**src/rtl/alu_pkg.sv**
```systemverilog
// Shared constants and types for the ALU issue stage.
package alu_pkg;

  localparam int unsigned FUNC_W = 3;
  localparam int unsigned OP_W   = 6;
  localparam int unsigned IMM_W  = 16;

  // ALU function codes
  localparam logic [FUNC_W-1:0] ALU_ADD = 3'd0;
  localparam logic [FUNC_W-1:0] ALU_SUB = 3'd1;
  localparam logic [FUNC_W-1:0] ALU_AND = 3'd2;
  localparam logic [FUNC_W-1:0] ALU_OR  = 3'd3;
  localparam logic [FUNC_W-1:0] ALU_NOR = 3'd4;
  localparam logic [FUNC_W-1:0] ALU_SLT = 3'd5;

  // Opcodes
  localparam logic [OP_W-1:0] OP_RTYPE = 6'h00;
  localparam logic [OP_W-1:0] OP_BEQ   = 6'h04;
  localparam logic [OP_W-1:0] OP_ADDI  = 6'h08;
  localparam logic [OP_W-1:0] OP_ADDIU = 6'h09;
  localparam logic [OP_W-1:0] OP_SLTI  = 6'h0A;
  localparam logic [OP_W-1:0] OP_SLTIU = 6'h0B;
  localparam logic [OP_W-1:0] OP_ANDI  = 6'h0C;
  localparam logic [OP_W-1:0] OP_ORI   = 6'h0D;
  localparam logic [OP_W-1:0] OP_LW    = 6'h23;
  localparam logic [OP_W-1:0] OP_SW    = 6'h2B;

  // R-type funct codes
  localparam logic [OP_W-1:0] FN_ADD  = 6'h20;
  localparam logic [OP_W-1:0] FN_ADDU = 6'h21;
  localparam logic [OP_W-1:0] FN_SUB  = 6'h22;
  localparam logic [OP_W-1:0] FN_SUBU = 6'h23;
  localparam logic [OP_W-1:0] FN_AND  = 6'h24;
  localparam logic [OP_W-1:0] FN_OR   = 6'h25;
  localparam logic [OP_W-1:0] FN_NOR  = 6'h27;
  localparam logic [OP_W-1:0] FN_SLT  = 6'h2A;
  localparam logic [OP_W-1:0] FN_SLTU = 6'h2B;

  typedef enum logic {SEXT = 1'b0, ZEXT = 1'b1} ext_e;

endpackage

```
**src/rtl/alu_ctrl_decode.sv**
```systemverilog
// Combinational opcode/funct decode into ALU control fields.
module alu_ctrl_decode
  import alu_pkg::*;
(
  input  logic [OP_W-1:0]   opcode,
  input  logic [OP_W-1:0]   funct,
  output logic [FUNC_W-1:0] func,
  output logic              use_imm,
  output ext_e              ext_type,
  output logic              dest_is_rd,
  output logic              wb_en,
  output logic              illegal
);

  // Unsupported encodings fall through to ADD with writeback suppressed.
  always_comb begin
    func       = ALU_ADD;
    use_imm    = 1'b0;
    ext_type   = SEXT;
    dest_is_rd = 1'b0;
    wb_en      = 1'b0;
    illegal    = 1'b0;
    case (opcode)
      OP_RTYPE: begin
        dest_is_rd = 1'b1;
        wb_en      = 1'b1;
        case (funct)
          FN_ADD, FN_ADDU: func = ALU_ADD;
          FN_SUB, FN_SUBU: func = ALU_SUB;
          FN_AND:          func = ALU_AND;
          FN_OR:           func = ALU_OR;
          FN_NOR:          func = ALU_NOR;
          FN_SLT, FN_SLTU: func = ALU_SLT;
          default: begin
            wb_en   = 1'b0;
            illegal = 1'b1;
          end
        endcase
      end
      OP_ADDI, OP_ADDIU: begin
        use_imm = 1'b1;
        wb_en   = 1'b1;
      end
      OP_ANDI: begin
        func     = ALU_AND;
        use_imm  = 1'b1;
        ext_type = ZEXT;
        wb_en    = 1'b1;
      end
      OP_ORI: begin
        func     = ALU_OR;
        use_imm  = 1'b1;
        ext_type = ZEXT;
        wb_en    = 1'b1;
      end
      OP_SLTI, OP_SLTIU: begin
        func    = ALU_SLT;
        use_imm = 1'b1;
        wb_en   = 1'b1;
      end
      OP_LW: begin
        use_imm = 1'b1;
        wb_en   = 1'b1;
      end
      OP_SW: begin
        use_imm = 1'b1;
      end
      OP_BEQ: begin
        func = ALU_SUB;
      end
      default: begin
        illegal = 1'b1;
      end
    endcase
  end

endmodule

```
**src/rtl/alu_issue_stage.sv**
```systemverilog
// ID/EX pipeline register feeding the ALU: decode, operand select, bypass.
module alu_issue_stage
  import alu_pkg::*;
#(
  parameter int unsigned WIDTH  = 32,
  parameter int unsigned REG_AW = 5
) (
  input  logic              clk,
  input  logic              rst_n,
  input  logic              in_valid,
  output logic              in_ready,
  input  logic [OP_W-1:0]   in_opcode,
  input  logic [OP_W-1:0]   in_funct,
  input  logic [REG_AW-1:0] in_rs,
  input  logic [REG_AW-1:0] in_rt,
  input  logic [REG_AW-1:0] in_rd,
  input  logic [WIDTH-1:0]  in_rs_val,
  input  logic [WIDTH-1:0]  in_rt_val,
  input  logic [IMM_W-1:0]  in_imm,
  input  logic              fwd_mem_we,
  input  logic [REG_AW-1:0] fwd_mem_rd,
  input  logic [WIDTH-1:0]  fwd_mem_val,
  input  logic              fwd_wb_we,
  input  logic [REG_AW-1:0] fwd_wb_rd,
  input  logic [WIDTH-1:0]  fwd_wb_val,
  input  logic              stall,
  input  logic              flush,
  output logic              out_valid,
  output logic [WIDTH-1:0]  out_a,
  output logic [WIDTH-1:0]  out_b,
  output logic [FUNC_W-1:0] out_func,
  output logic [REG_AW-1:0] out_dest,
  output logic              out_wb_en,
  output logic              out_illegal
);

  logic [FUNC_W-1:0] dec_func;
  logic              dec_use_imm;
  ext_e              dec_ext;
  logic              dec_dest_is_rd;
  logic              dec_wb_en;
  logic              dec_illegal;

  logic [WIDTH-1:0]  rs_fwd;
  logic [WIDTH-1:0]  rt_fwd;
  logic [WIDTH-1:0]  imm_ext;
  logic [WIDTH-1:0]  b_sel;
  logic [REG_AW-1:0] dest_sel;
  logic              wb_sel;

  alu_ctrl_decode u_decode (
    .opcode     (in_opcode),
    .funct      (in_funct),
    .func       (dec_func),
    .use_imm    (dec_use_imm),
    .ext_type   (dec_ext),
    .dest_is_rd (dec_dest_is_rd),
    .wb_en      (dec_wb_en),
    .illegal    (dec_illegal)
  );

  assign in_ready = ~stall;

  // rs bypass: MEM beats WB, register 0 never bypassed
  always_comb begin
    rs_fwd = in_rs_val;
    if (in_rs != '0) begin
      if (fwd_mem_we && (fwd_mem_rd == in_rs))    rs_fwd = fwd_mem_val;
      else if (fwd_wb_we && (fwd_wb_rd == in_rs)) rs_fwd = fwd_wb_val;
    end
  end

  // rt bypass: same rules as rs
  always_comb begin
    rt_fwd = in_rt_val;
    if (in_rt != '0) begin
      if (fwd_mem_we && (fwd_mem_rd == in_rt))    rt_fwd = fwd_mem_val;
      else if (fwd_wb_we && (fwd_wb_rd == in_rt)) rt_fwd = fwd_wb_val;
    end
  end

  // Immediate extension, B operand, destination and writeback qualification
  always_comb begin
    if (dec_ext == ZEXT) imm_ext = {{(WIDTH-IMM_W){1'b0}}, in_imm};
    else                 imm_ext = {{(WIDTH-IMM_W){in_imm[IMM_W-1]}}, in_imm};
    b_sel    = dec_use_imm ? imm_ext : rt_fwd;
    dest_sel = dec_dest_is_rd ? in_rd : in_rt;
    wb_sel   = dec_wb_en && (dest_sel != '0);
  end

  // Pipeline register: reset > flush > stall > load
  always_ff @(posedge clk) begin
    if (!rst_n) begin
      out_valid   <= 1'b0;
      out_a       <= '0;
      out_b       <= '0;
      out_func    <= '0;
      out_dest    <= '0;
      out_wb_en   <= 1'b0;
      out_illegal <= 1'b0;
    end else if (flush) begin
      out_valid   <= 1'b0;
      out_wb_en   <= 1'b0;
      out_illegal <= 1'b0;
    end else if (!stall) begin
      out_valid   <= in_valid;
      out_a       <= rs_fwd;
      out_b       <= b_sel;
      out_func    <= dec_func;
      out_dest    <= dest_sel;
      out_wb_en   <= in_valid && wb_sel;
      out_illegal <= in_valid && dec_illegal;
    end
  end

endmodule
```
**config.mk**
```make
export PLATFORM = sky130hd
export DESIGN_NAME = alu_issue_stage
export DESIGN_NICKNAME = d
export VERILOG_FILES = /design/src/rtl/alu_pkg.sv /design/src/rtl/alu_ctrl_decode.sv /design/src/rtl/alu_issue_stage.sv
export SDC_FILE = /design/constraint.sdc
export NUM_CORES = 1
export LEC_CHECK = 0
export CAP_MARGIN = 20
export CORE_UTILIZATION = 40
export CTS_BUF_LIST = sky130_fd_sc_hd__clkbuf_8
export DETAILED_ROUTE_END_ITERATION = 12
export PLACE_DENSITY_LB_ADDON = 0.1
export SETUP_SLACK_MARGIN = 0.1
export SYNTH_ARGS = -nofsm -noshare
export SYNTH_HDL_FRONTEND = slang
export SYNTH_SLANG_ARGS = --single-unit
```
**constraint.sdc**
```tcl
create_clock -name clk -period 3.7 [get_ports clk]
set_clock_uncertainty 0.15 [all_clocks]
set_input_delay 0.74 -clock clk [delete_from_list [all_inputs] [get_ports clk]]
set_output_delay 0.74 -clock clk [all_outputs]
set_load 0.01 [all_outputs]
```
==> results.md <==
* Status: finished clean
* Ant. Diodes at 0
* Crit path max fanout at 13
* Synthesized area per cell at 8.15 µm²
* Min Tclk post-route at 3.05 ns
* Number of enable flip-flop cells after synthesis at 0
* Largest net degree at the start of global routing at 46
* CTS tree: done
* MaxCap Viol Count at 0
* Final worst slack at 0.654 ns
* Postcts setup bufs at 0
* Vias in the first global route at 5353
* Clock sink count at 75
* # resized after CTS at 0
* Syn_nets at 754
* Filler cells at 937
* Drt first pass iters at 6
* CP Data Required Time at 3.85 ns
* Die height at 109 µm
* Root buf cell: clkbuf_8
* CTS H-tree lvls at 3
* DRC at 0
* Hold crit path type: flip-flop to flip-flop
* Die area at 12000 µm²
* Cts hold-fix bufs at 0
* Setup CP Type: input pin to flip-flop
* Post-synthesis sequential area ratio at 0.325
* Final net count at 996
* Yosys top cell area share at 0.325
* Register Area at 1500 µm²
* Maximum clock frequency at 328 MHz
* I/O pins at 264
* Final setup viols at 0
* Synthesized cell area at 4610 µm²
* Worst reg2reg startpoint: out_b[14]
* Cts bufs inserted at 9
* Least-Margin Pin Slew at 0.704 ns
* WL final at 19.0 mm
* Die Wd at 109 µm
* Leak Pwr at 2.81 nW
* Flop2flop setup slack at 2.64 ns
* PD cells at 292 nW/µm²
* RSZ-0062 raised after global routing: false
* Synth Area in XOR/XNOR at 0.0399
* Number of synthesized register bits at 75
* Multi-input logic area at 2830 µm²
* Logic pwr share at 0.284
* Buf+Inv Stages, Crit Path at 1
* Final Core Density at 0.684
* CP Cell Sequence: clkdlybuf4s50_1, xor2_1, or3b_1, nor2_1, o22ai_2, nand3_1, o21a_1
* IR drop worst, VDD at 155 µV
* Most common cell after layout, fill and taps aside: clkdlybuf4s50_1
* Site Rows at 38
* Compound-Gate Fraction of Synth Area at 0.325
* CP peak stage delay at 0.61 ns
* Synth Area in Adders at 0
* Clk_lat worst skew at 0.35 ns
* CP max stage cell: clkdlybuf4s50_1
* Total power at 2.20 mW
* Yosys top cell by area: dfxtp_1
* Most frequent cells in the layout: clkdlybuf4s50_1 (262), dfxtp_1 (75), o21ai_0 (51), nor2_1 (43), o21a_1 (29)
* DR vias/cell at 5.87
* Sequential power share at 0.404
* Final ANT Viol Nets at 0
* Min-delay src: out_illegal
* Iter 0 DRT Violations at 559
* Share of layout cells above drive strength 1 at 0.0726
* Worst path arrival time at 3.19 ns
* Period utilisation layout at 0.823
* I/O Buffers at 263
* Final Hold Violating Endpoints at 0
* Commonest register cell after synthesis: dfxtp_1
* CTS Buffer Depth at 2
* Dpl ws at 0.321 ns
* Post-synthesis mux area share at 0.0434
* Setup TNS at 0 ns
* Netlist cell types at 56
* Cell count after synthesis at 566
* First-pass GRT wire length at 28.4 mm
* Clock power share at 0.312
* Worst Setup SP: in_rt[2]
* Sw Pwr at 639 µW
* Via Count at 5592
* Yosys warns at 0
* Startpoint type of the worst setup path: input pin
* Initial antenna violation count at 0
* Slew Limit Headroom at 0.530
* Clock Pin Slew Worst Setup and Hold Paths at 0.08 ns
* Area overhead of the layout relative to synthesis at 63.4%
* Sw Ratio at 0.291
* GR Overflow Total at 0
* DP HPWL at 14.3 mm
* Fraction of registers with async set/reset at 0
* Core area at 11000 µm²
* Total GRT Usage at 0.312
* Gpl congestion at 0.906
* Critical Path Sink Type: flip-flop
* Internal power at 1.56 mW
* Largest family of logic cells by synthesized area: compound AO/OA/AOI/OAI gates
* Simple-Gate Fraction of Synth Area at 0.201
* Critical path's top delay family: simple AND/OR/NAND/NOR gates
* DR WL/cell at 19.9 µm
* Effective utilization at floorplan at 0.418
* Largest cells by area after synthesis: dfxtp_1 (33%), o21ai_0 (5.5%), o21a_1 (4.7%), mux2i_1 (4.3%), nor2_1 (3.7%)
* Final slew viol count at 0
final cells by class:
cell class | count | share of cell area
repair buffers | 278 | 0.363
inverters | 23 | 0.0114
well taps | 140 | 0.0232
multi-input cells | 421 | 0.375
clock inverters | 6 | 0.00962
flip-flops and latches | 75 | 0.199
clock buffers | 10 | 0.0183
synth_stat cells, types with 2 or more instances:
library cell,instances
nor2b_1,3
nand4_1,2
nor4_1,2
o21a_1,29
buf_2,8
a221oi_1,16
inv_1,23
a211oi_1,13
xnor2_1,9
and4b_1,2
a31oi_1,19
a21oi_1,28
clkbuf_1,34
mux2i_1,20
o21ai_0,51
nand3_1,24
dfxtp_1,75
and3_1,3
nand2_1,18
a22o_1,3
o211ai_1,2
and3b_1,2
nor4bb_1,2
o221a_2,15
nor4b_1,16
o211a_1,9
o31ai_1,16
nand2b_1,18
nor2_1,45
buf_6,3
nor3_1,19
a32oi_1,2
xor2_1,12
worst register-to-register path, delay by kind of cell (launching register included):
kind | cells | cell delay, ns
DFF | 1 | 0.35
AOI/OAI and AO/OA | 3 | 0.50
worst paths after layout:
kind / to / depth (start not counted)
max reg2reg: out_b[14] / 3
max: out_b[14] / 7
min reg2reg: out_illegal / 2
min: out_illegal / 2
flip-flops by register name, summed over array words and instances (netlist names):
signal / count
out_dest: 5
out_illegal: 1
out_wb_en: 1
out_func: 3
out_b: 32
out_valid: 1
out_a: 32
through the flow:
step | hold WS (ns) | std cells | cell area, µm²
global placement | 0.301 | 937 | 7330
floorplan | 0.331 | 566 | 4610
CTS | 0.314 | 953 | 7540
detailed placement | 0.303 | 937 | 7330
finish | 0.309 | 953 | 7540
global route | 0.343 | 953 | 7540
per-layer routing:
layer / part of all wire / vias to the layer above / global-route usage
li1: - / 2622 / -
met1: 0.39 / 2616 / 0.372
met2: 0.49 / 315 / 0.543
met3: 0.099 / 39 / 0.0782
met4: 0.022 / 0 / 0.108
met5: 0 / - / 0
power groups by stage:
stage,Sequential (mW),Combinational (mW),Clock (mW)
finish,0.888,0.623,0.687
floorplan,0.927,0.203,0
global placement,0.905,0.608,0
global route,0.894,0.666,0.727
CTS,0.888,0.621,0.694
detailed placement,0.906,0.617,0
cells by family (layout without fill, tap and decap cells):
family	after synthesis	after routing
compound gates	213	213
xor+xnor	21	21
buf+inv	70	317
flops	75	75
mux	20	20
simple gates	167	167
(Power assumes the default switching activity.)
